<file path="src/rtl/fosfor_present_core.sv">
`default_nettype none
// ============================================================================
// Module   : fosfor_present_core
// Brief    : Iterative PRESENT-80/128 block cipher, one round per clock, with a
//            narrow shift-register bus for key/block load and ciphertext read.
//            Option macro FOSFOR_PRESENT_KEY_RETAIN_EN adds a shadow key.
// Revision : 1.0
// ============================================================================
module fosfor_present_core #(
  parameter int KEY_W = 80,
  parameter int BUS_W = 8
) (
  input  logic             Clk_k,
  input  logic             Reset_rn,
  input  logic [BUS_W-1:0] Data_ib,
  input  logic             KeyWr_i,
  input  logic             DataWr_i,
  input  logic             DataRd_i,
  input  logic             Start_i,
  output logic [BUS_W-1:0] Data_ob,
  output logic             Busy_o,
  output logic             Done_o
);

  localparam logic [1:0] c_ST_IDLE  = 2'd0;
  localparam logic [1:0] c_ST_RUN   = 2'd1;
  localparam logic [1:0] c_ST_FINAL = 2'd2;
  localparam logic [4:0] c_RC_LAST  = 5'd31;

  function automatic logic [3:0] f_sbox(input logic [3:0] x);
    case (x)
      4'h0:    f_sbox = 4'hC;
      4'h1:    f_sbox = 4'h5;
      4'h2:    f_sbox = 4'h6;
      4'h3:    f_sbox = 4'hB;
      4'h4:    f_sbox = 4'h9;
      4'h5:    f_sbox = 4'h0;
      4'h6:    f_sbox = 4'hA;
      4'h7:    f_sbox = 4'hD;
      4'h8:    f_sbox = 4'h3;
      4'h9:    f_sbox = 4'hE;
      4'hA:    f_sbox = 4'hF;
      4'hB:    f_sbox = 4'h8;
      4'hC:    f_sbox = 4'h4;
      4'hD:    f_sbox = 4'h7;
      4'hE:    f_sbox = 4'h1;
      default: f_sbox = 4'h2;
    endcase
  endfunction

  logic [1:0]       r_fsm;
  logic [1:0]       w_fsm_nxt;
  logic [4:0]       r_rc;
  logic [63:0]      r_state;
  logic [KEY_W-1:0] r_key;
  logic             r_done;
  logic [63:0]      w_rk;
  logic [63:0]      w_add;
  logic [63:0]      w_sub;
  logic [63:0]      w_perm;
  logic [KEY_W-1:0] w_key_upd;

  assign w_rk  = r_key[KEY_W-1 -: 64];
  assign w_add = r_state ^ w_rk;

  generate
    for (genvar gi = 0; gi < 16; gi++) begin : g_sbox
      assign w_sub[4*gi +: 4] = f_sbox(w_add[4*gi +: 4]);
    end
    // Bit i moves to i*16 mod 63; bit 63 stays in place.
    for (genvar gb = 0; gb < 64; gb++) begin : g_player
      localparam int c_DST = (gb == 63) ? 63 : ((gb * 16) % 63);
      assign w_perm[c_DST] = w_sub[gb];
    end
  endgenerate

  generate
    if (KEY_W == 128) begin : g_ks128
      logic [127:0] w_rot;
      assign w_rot     = {r_key[66:0], r_key[127:67]};
      assign w_key_upd = {f_sbox(w_rot[127:124]), f_sbox(w_rot[123:120]),
                          w_rot[119:67], w_rot[66:62] ^ r_rc, w_rot[61:0]};
    end else begin : g_ks80
      logic [79:0] w_rot;
      assign w_rot     = {r_key[18:0], r_key[79:19]};
      assign w_key_upd = {f_sbox(w_rot[79:76]), w_rot[75:20],
                          w_rot[19:15] ^ r_rc, w_rot[14:0]};
    end
  endgenerate

`ifdef FOSFOR_PRESENT_KEY_RETAIN_EN
  logic [KEY_W-1:0] r_key_sh;

  always_ff @(posedge Clk_k or negedge Reset_rn) begin
    if (!Reset_rn) begin
      r_key_sh <= '0;
    end else if ((r_fsm == c_ST_IDLE) && !Start_i && KeyWr_i) begin
      r_key_sh <= {r_key_sh[KEY_W-BUS_W-1:0], Data_ib};
    end
  end
`endif

  always_ff @(posedge Clk_k or negedge Reset_rn) begin
    if (!Reset_rn) begin
      r_fsm <= c_ST_IDLE;
    end else begin
      r_fsm <= w_fsm_nxt;
    end
  end

  always_comb begin
    w_fsm_nxt = r_fsm;
    case (r_fsm)
      c_ST_IDLE:  if (Start_i) w_fsm_nxt = c_ST_RUN;
      c_ST_RUN:   if (r_rc == c_RC_LAST) w_fsm_nxt = c_ST_FINAL;
      c_ST_FINAL: w_fsm_nxt = c_ST_IDLE;
      default:    w_fsm_nxt = c_ST_IDLE;
    endcase
  end

  always_ff @(posedge Clk_k or negedge Reset_rn) begin
    if (!Reset_rn) begin
      r_state <= '0;
      r_key   <= '0;
      r_rc    <= '0;
      r_done  <= 1'b0;
    end else begin
      r_done <= (r_fsm == c_ST_FINAL);
      case (r_fsm)
        c_ST_IDLE: begin
          // Start wins: bus writes and reads in the same cycle are dropped.
          if (Start_i) begin
            r_rc <= 5'd1;
`ifdef FOSFOR_PRESENT_KEY_RETAIN_EN
            r_key <= r_key_sh;
`endif
          end else begin
`ifndef FOSFOR_PRESENT_KEY_RETAIN_EN
            if (KeyWr_i) r_key <= {r_key[KEY_W-BUS_W-1:0], Data_ib};
`endif
            if (DataWr_i) begin
              r_state <= {r_state[63-BUS_W:0], Data_ib};
            end else if (DataRd_i) begin
              r_state <= {r_state[63-BUS_W:0], {BUS_W{1'b0}}};
            end
          end
        end
        c_ST_RUN: begin
          r_state <= w_perm;
          r_key   <= w_key_upd;
          r_rc    <= r_rc + 5'd1;
        end
        c_ST_FINAL: begin
          r_state <= r_state ^ w_rk;
          r_rc    <= '0;
        end
        default: begin
          r_rc <= '0;
        end
      endcase
    end
  end

  always_comb begin
    Busy_o  = (r_fsm != c_ST_IDLE);
    Done_o  = r_done;
    Data_ob = r_state[63 -: BUS_W];
  end

endmodule
`default_nettype wire

</file>
<file path="config.mk">
export PLATFORM = sky130hd
export DESIGN_NAME = fosfor_present_core
export DESIGN_NICKNAME = d
export VERILOG_FILES = /design/src/rtl/fosfor_present_core.sv
export SDC_FILE = /design/constraint.sdc
export NUM_CORES = 1
export LEC_CHECK = 0
export ABC_CLOCK_PERIOD_IN_PS = 2350
export BUFFER_PORTS_ARGS = -buffer_cell sky130_fd_sc_hd__buf_2
export CAP_MARGIN = 20
export CORE_ASPECT_RATIO = 1.25
export CORE_MARGIN = 4
export CORE_UTILIZATION = 45
export DETAILED_ROUTE_END_ITERATION = 6
export PLACE_DENSITY = 0.58
export SYNTH_ARGS = -nofsm -noshare
export SYNTH_HDL_FRONTEND = slang
export SYNTH_SLANG_ARGS = --single-unit
</file>
<file path="constraint.sdc">
create_clock -name Clk_k -period 2.35 [get_ports Clk_k]
set_input_delay 0.235 -clock Clk_k [delete_from_list [all_inputs] [get_ports Clk_k]]
set_output_delay 0.235 -clock Clk_k [all_outputs]
set_load 0.02 [all_outputs]
</file>
# Yosys cells after proc, flatten, opt, wreduce, memory -nomap -nowiden
# Memory sizes are Yosys's and may differ from the RTL's.
# Cells that the tools add are included.
# word_totals
register_bits,152
latch_bits,0
ramBits,0
rom_bits,1088
output_inout_bits,10
wordCells,52
n_memories,17
# mem_list
name,words,width,rd,rd_clocked_by_memory_dff,write_ports,line,rtl
(name not given),16,4,1,0,0,31,case (x)
(name not given),16,4,1,0,0,31,
(name not given),16,4,1,0,0,31,
(name not given),16,4,1,0,0,31,
(name not given),16,4,1,0,0,31,
(name not given),16,4,1,0,0,31,
+11 memories,n/a,n/a,n/a,n/a,n/a,n/a,
# classes
addsub,1
mul,0
div_mod_pow,0
n_lt_le_gt_ge,0
eq_ne,8
shifts,0
mux,12
n_bitwise,2
n_reduce_logical,7
# op_table
operator,n
64-bit two-way mux,3
64-bit one-hot mux with 3 select lines,1
80-bit two-way mux,2
80-bit one-hot mux with 2 select lines,1
64-bit XOR,1
5-bit one-hot mux with 2 select lines,1
"2-bit != test, second input constant",4
3-bit AND reduction,2
"5-bit by 1-bit adder with 5-bit output, second input constant",1
"5-bit equality test, second input constant",1
5-bit two-way mux,1
5-bit XOR,1
2-bit two-way mux,2
2-bit one-hot mux with 2 select lines,1
2-bit nonzero test,2
"3-bit != test, second input constant",1
3-bit nonzero test,1
"2-bit by 1-bit equality test with 1-bit output, second input constant",1
"2-bit equality test, second input constant",1
2-bit logical NOT,1
2-bit AND reduction,1

# Longest topological paths before layout
# logic_depth
depth_word,4
depth_mapped,9
ltp_nobuf,7

# Least setup slack after synthesis
# No wires, ideal clock.
# synth_timing
kind,register to register
startpoint,register r_key[17]
endpoint,register r_state[32]
setup_time_ns,0.135
arrival_ns,1.954
required_time_ns,2.215
setup_slack_ns,0.262
path_stages_with_launch,9
path_buffers,1
synth_period_minus_slack_ns,2.088
path_cell_list,dfrtp_1 buf_2 xnor2_1 inv_1 ha_1 inv_1 mux4_2 a221oi_1 o31ai_1
# synth_between
elab_chain_len,3
# synth_rtl
element,line,rtl
from (decl),55,logic [KEY_W-1:0] r_key;
from (signal assigned),139,"if (KeyWr_i) r_key <= {r_key[KEY_W-BUS_W-1:0], Data_ib};"
from (signal assigned),150,r_key <= w_key_upd;
64-bit XOR,64,assign w_add = r_state ^ w_rk;
memory 16 x 4 bit,n/a,
64-bit one-hot mux with 3 select lines,129,case (r_fsm)
to (signal assigned),142,"r_state <= {r_state[63-BUS_W:0], Data_ib};"
to (signal assigned),144,"r_state <= {r_state[63-BUS_W:0], {BUS_W{1'b0}}};"
to (signal assigned),149,r_state <= w_perm;
to (decl),54,logic [63:0] r_state;
# Every way passes these cells.
# A chain may end at the register's enable or synchronous reset.

# Worst setup path in the final report
# layout_timing
startpoint,register r_key[24]
endpoint,register r_state[34]
# The elaborated chain is that of the path after synthesis.

==> metrics.txt <==
Clk Latency, worst-skew pair 0.44 ns; Pins Over Slew Limit 0; area of the core region 0.02442 mm^2; std cell rows 64; number of diodes 0; startpoint kind of the worst setup timing path flop; final critical-path required period 2.206 ns; flip-flop and latch count after synthesis 152; Total Nets Final 1331; Seq/Total Area, Yosys 0.3416; Pre-Repair DR Iteration Count 5; proportion of layout cells with a drive suffix above 1 0.1888; worst reg-to-reg setup slack 0.14 ns; die area 0.02734 mm^2; Crit Path Class flop to flop; effective utilization at floorplan 0.4558; first-pass GRT wire length 56.59 mm; cell type contributing the most total cell area after synthesis sky130_fd_sc_hd__dfrtp_1; worst min-delay path class primary input to flop; worst reg-to-reg path cell count 6; placed cells 1568; worst reg2reg endpoint r_state[34]; area share of the leading cell type in the synthesized netlist 0.3416; maxcap violations 0; fillers 2264; startpoint of the most critical hold path Start_i; most common library cell in the layout ignoring fill and taps sky130_fd_sc_hd__dfrtp_1; final hold violations 0; Worst-Margin Slew 0.6590 ns; setup violators final 0; area of all placed cells without fillers 0.01294 mm^2; Post-Syn Area 0.01113 mm^2; total detailed-routing wirelength 36.77 mm; post-route antenna net violation count 0; aggregate negative setup slack 0 ns; DR DRC count 0; antenna violations before repair 0; worst relative slew slack 0.5575; violation count after the first detailed-route iteration 763; clock sink count 152; worst slack on hold paths 0.09999 ns; number of cells on the worst hold path 3; H-tree lvl count 4; final estimated routing congestion in global placement 0.9281; maximum buffer depth of the clock tree 2; Synth cell types 57; post-synth net total 1262; DR vias/cell 5.883; Routed wire per std cell 22.97 um; endpoint required time on the critical path 2.67 ns; Tot GR Track Use 0.2762; filler-free cell count of the finished design 1601; total via count in the routed design 9418; highest-count cells in the layout ignoring fill and taps sky130_fd_sc_hd__dfrtp_1, sky130_fd_sc_hd__nand2_1, sky130_fd_sc_hd__o21ai_0, sky130_fd_sc_hd__buf_4, sky130_fd_sc_hd__mux2i_1; Reg clk slew, reported paths 0.07 ns; Max Clk Rate 453.3 MHz; Clock Root Buffer sky130_fd_sc_hd__clkbuf_16; cell area after placement 0.01232 mm^2; grt total ovfl 0; largest net degree at the start of global routing 56; final period utilization 0.9386; predominant post-synthesis flop cell sky130_fd_sc_hd__dfrtp_1; die outline height 183.9 um; result of the run complete, no violations; TritonCTS buffer count 17; Crit path arrival time 2.53 ns; post-synthesis average cell area 9.363 um^2; Gate Count Post-Synth 1189; Crit Path Max Fanout 6; clock tree from TritonCTS done; Clock Skews 0.01018 ns; count of yosys warnings during synthesis 0; growth of design area from synthesis to finish 16.22%; EDFF count, synth 0; DP HPWL 27.81 mm; share of async-settable or async-resettable flops after synthesis 1.000; worst r2r src r_key[24]; setup repair after global routing missed its margin false; via count of the first global-routing pass 9297; largest cells by area after synthesis sky130_fd_sc_hd__dfrtp_1, sky130_fd_sc_hd__mux2i_1, sky130_fd_sc_hd__ha_1; Worst Hold Path EP r_rc[0]; number of port buffers 23; element type at the critical path end flop; ports placed on the boundary 24; Die W 148.7 um
## kinds of logic after synthesis
logic type	after synthesis	synth area share
xor gates and xnor gates	96	0.08631
and+or+nand+nor	279	0.1045
muxes	131	0.1522
adders and majority gates	59	0.06631
AOI/OAI and AO/OA	307	0.1891
buffers and inverters	165	0.05990
DFF	152	0.3416
## area by class of cell
class,count,area [um^2],area share
multi-input cells,872,6731,0.5203
flip-flops and latches,152,3804,0.2940
repair buffers,134,1107,0.08558
clock buffers,17,425.4,0.03288
well taps,330,412.9,0.03191
inverters,81,304.0,0.02350
clock inverters,15,153.9,0.01189
## stage by stage
stage	util	setup slack, ns
3_5_place_dp	0.5045	0.09481
2_1_floorplan	-	0.2616
6_report	0.5298	0.1442
3_3_place_gp	0.5045	0.04209
4_1_cts	0.5286	0.06085
5_1_grt	0.5298	0.004916
## state kept, by name, indices dropped and copies added (netlist names)
register	count
Done_o	1
r_fsm	2
r_key	80
r_rc	5
r_state	64
## Yosys cell counts, types with 9 or more instances
| cell type | count |
|---|---|
| sky130_fd_sc_hd__dfrtp_1 | 152 |
| sky130_fd_sc_hd__nand2_1 | 141 |
| sky130_fd_sc_hd__o21ai_0 | 98 |
| sky130_fd_sc_hd__mux2i_1 | 95 |
| sky130_fd_sc_hd__inv_1 | 78 |
| sky130_fd_sc_hd__nor2_1 | 72 |
| sky130_fd_sc_hd__ha_1 | 59 |
| sky130_fd_sc_hd__clkbuf_1 | 54 |
| sky130_fd_sc_hd__xnor2_1 | 52 |
| sky130_fd_sc_hd__a21oi_1 | 33 |
| sky130_fd_sc_hd__o31ai_1 | 31 |
| sky130_fd_sc_hd__a221oi_1 | 30 |
| sky130_fd_sc_hd__a211oi_1 | 28 |
| sky130_fd_sc_hd__xor2_1 | 28 |
| sky130_fd_sc_hd__mux4_2 | 26 |
| sky130_fd_sc_hd__nand3_1 | 23 |
| sky130_fd_sc_hd__nor3_1 | 21 |
| sky130_fd_sc_hd__buf_2 | 14 |
| sky130_fd_sc_hd__o2111ai_1 | 13 |
| sky130_fd_sc_hd__a31oi_1 | 11 |
| sky130_fd_sc_hd__xnor2_2 | 11 |
| sky130_fd_sc_hd__o2bb2ai_1 | 10 |
| sky130_fd_sc_hd__o221a_2 | 9 |
## what timing repair did
action	in CTS	in global routing
setup endpoints to repair	0	5
endpoints found under the hold margin	51	0
hold buffers	1	0
buffers inserted	0	0
resized for setup	0	4
## layer usage
metal / vias up / share of wire / track usage
met1: 4603 / 0.41 / 0.3535
met3: 72 / 0.054 / 0.04488
met5: - / 0 / 0
met4: 0 / 0.056 / 0.1438
met2: 311 / 0.48 / 0.4509
li1: 4432 / - / -
## critical path, stage by stage (launching register included)
cell and delay, ns:
sky130_fd_sc_hd__dfrtp_1 0.42, sky130_fd_sc_hd__xnor2_1 0.38, sky130_fd_sc_hd__inv_1 0.17, sky130_fd_sc_hd__ha_1 0.34
sky130_fd_sc_hd__mux4_2 0.47, sky130_fd_sc_hd__a21oi_1 0.22, sky130_fd_sc_hd__o31ai_1 0.08
## how the worst max path moves through the flow
stage | from | to | cells past startpoint
6_report | r_key[24] | r_state[34] | 6
5_1_grt | r_key[61] | r_state[43] | 7
4_1_cts | r_fsm[0] | r_state[48] | 6
3_5_place_dp | r_fsm[0] | r_state[48] | 6
3_3_place_gp | r_fsm[0] | r_state[48] | 6
2_1_floorplan | r_key[17] | r_state[32] | 8
Power is not shown: default switching activity piles up to over one toggle a cycle in this logic, so the estimate is an artifact.
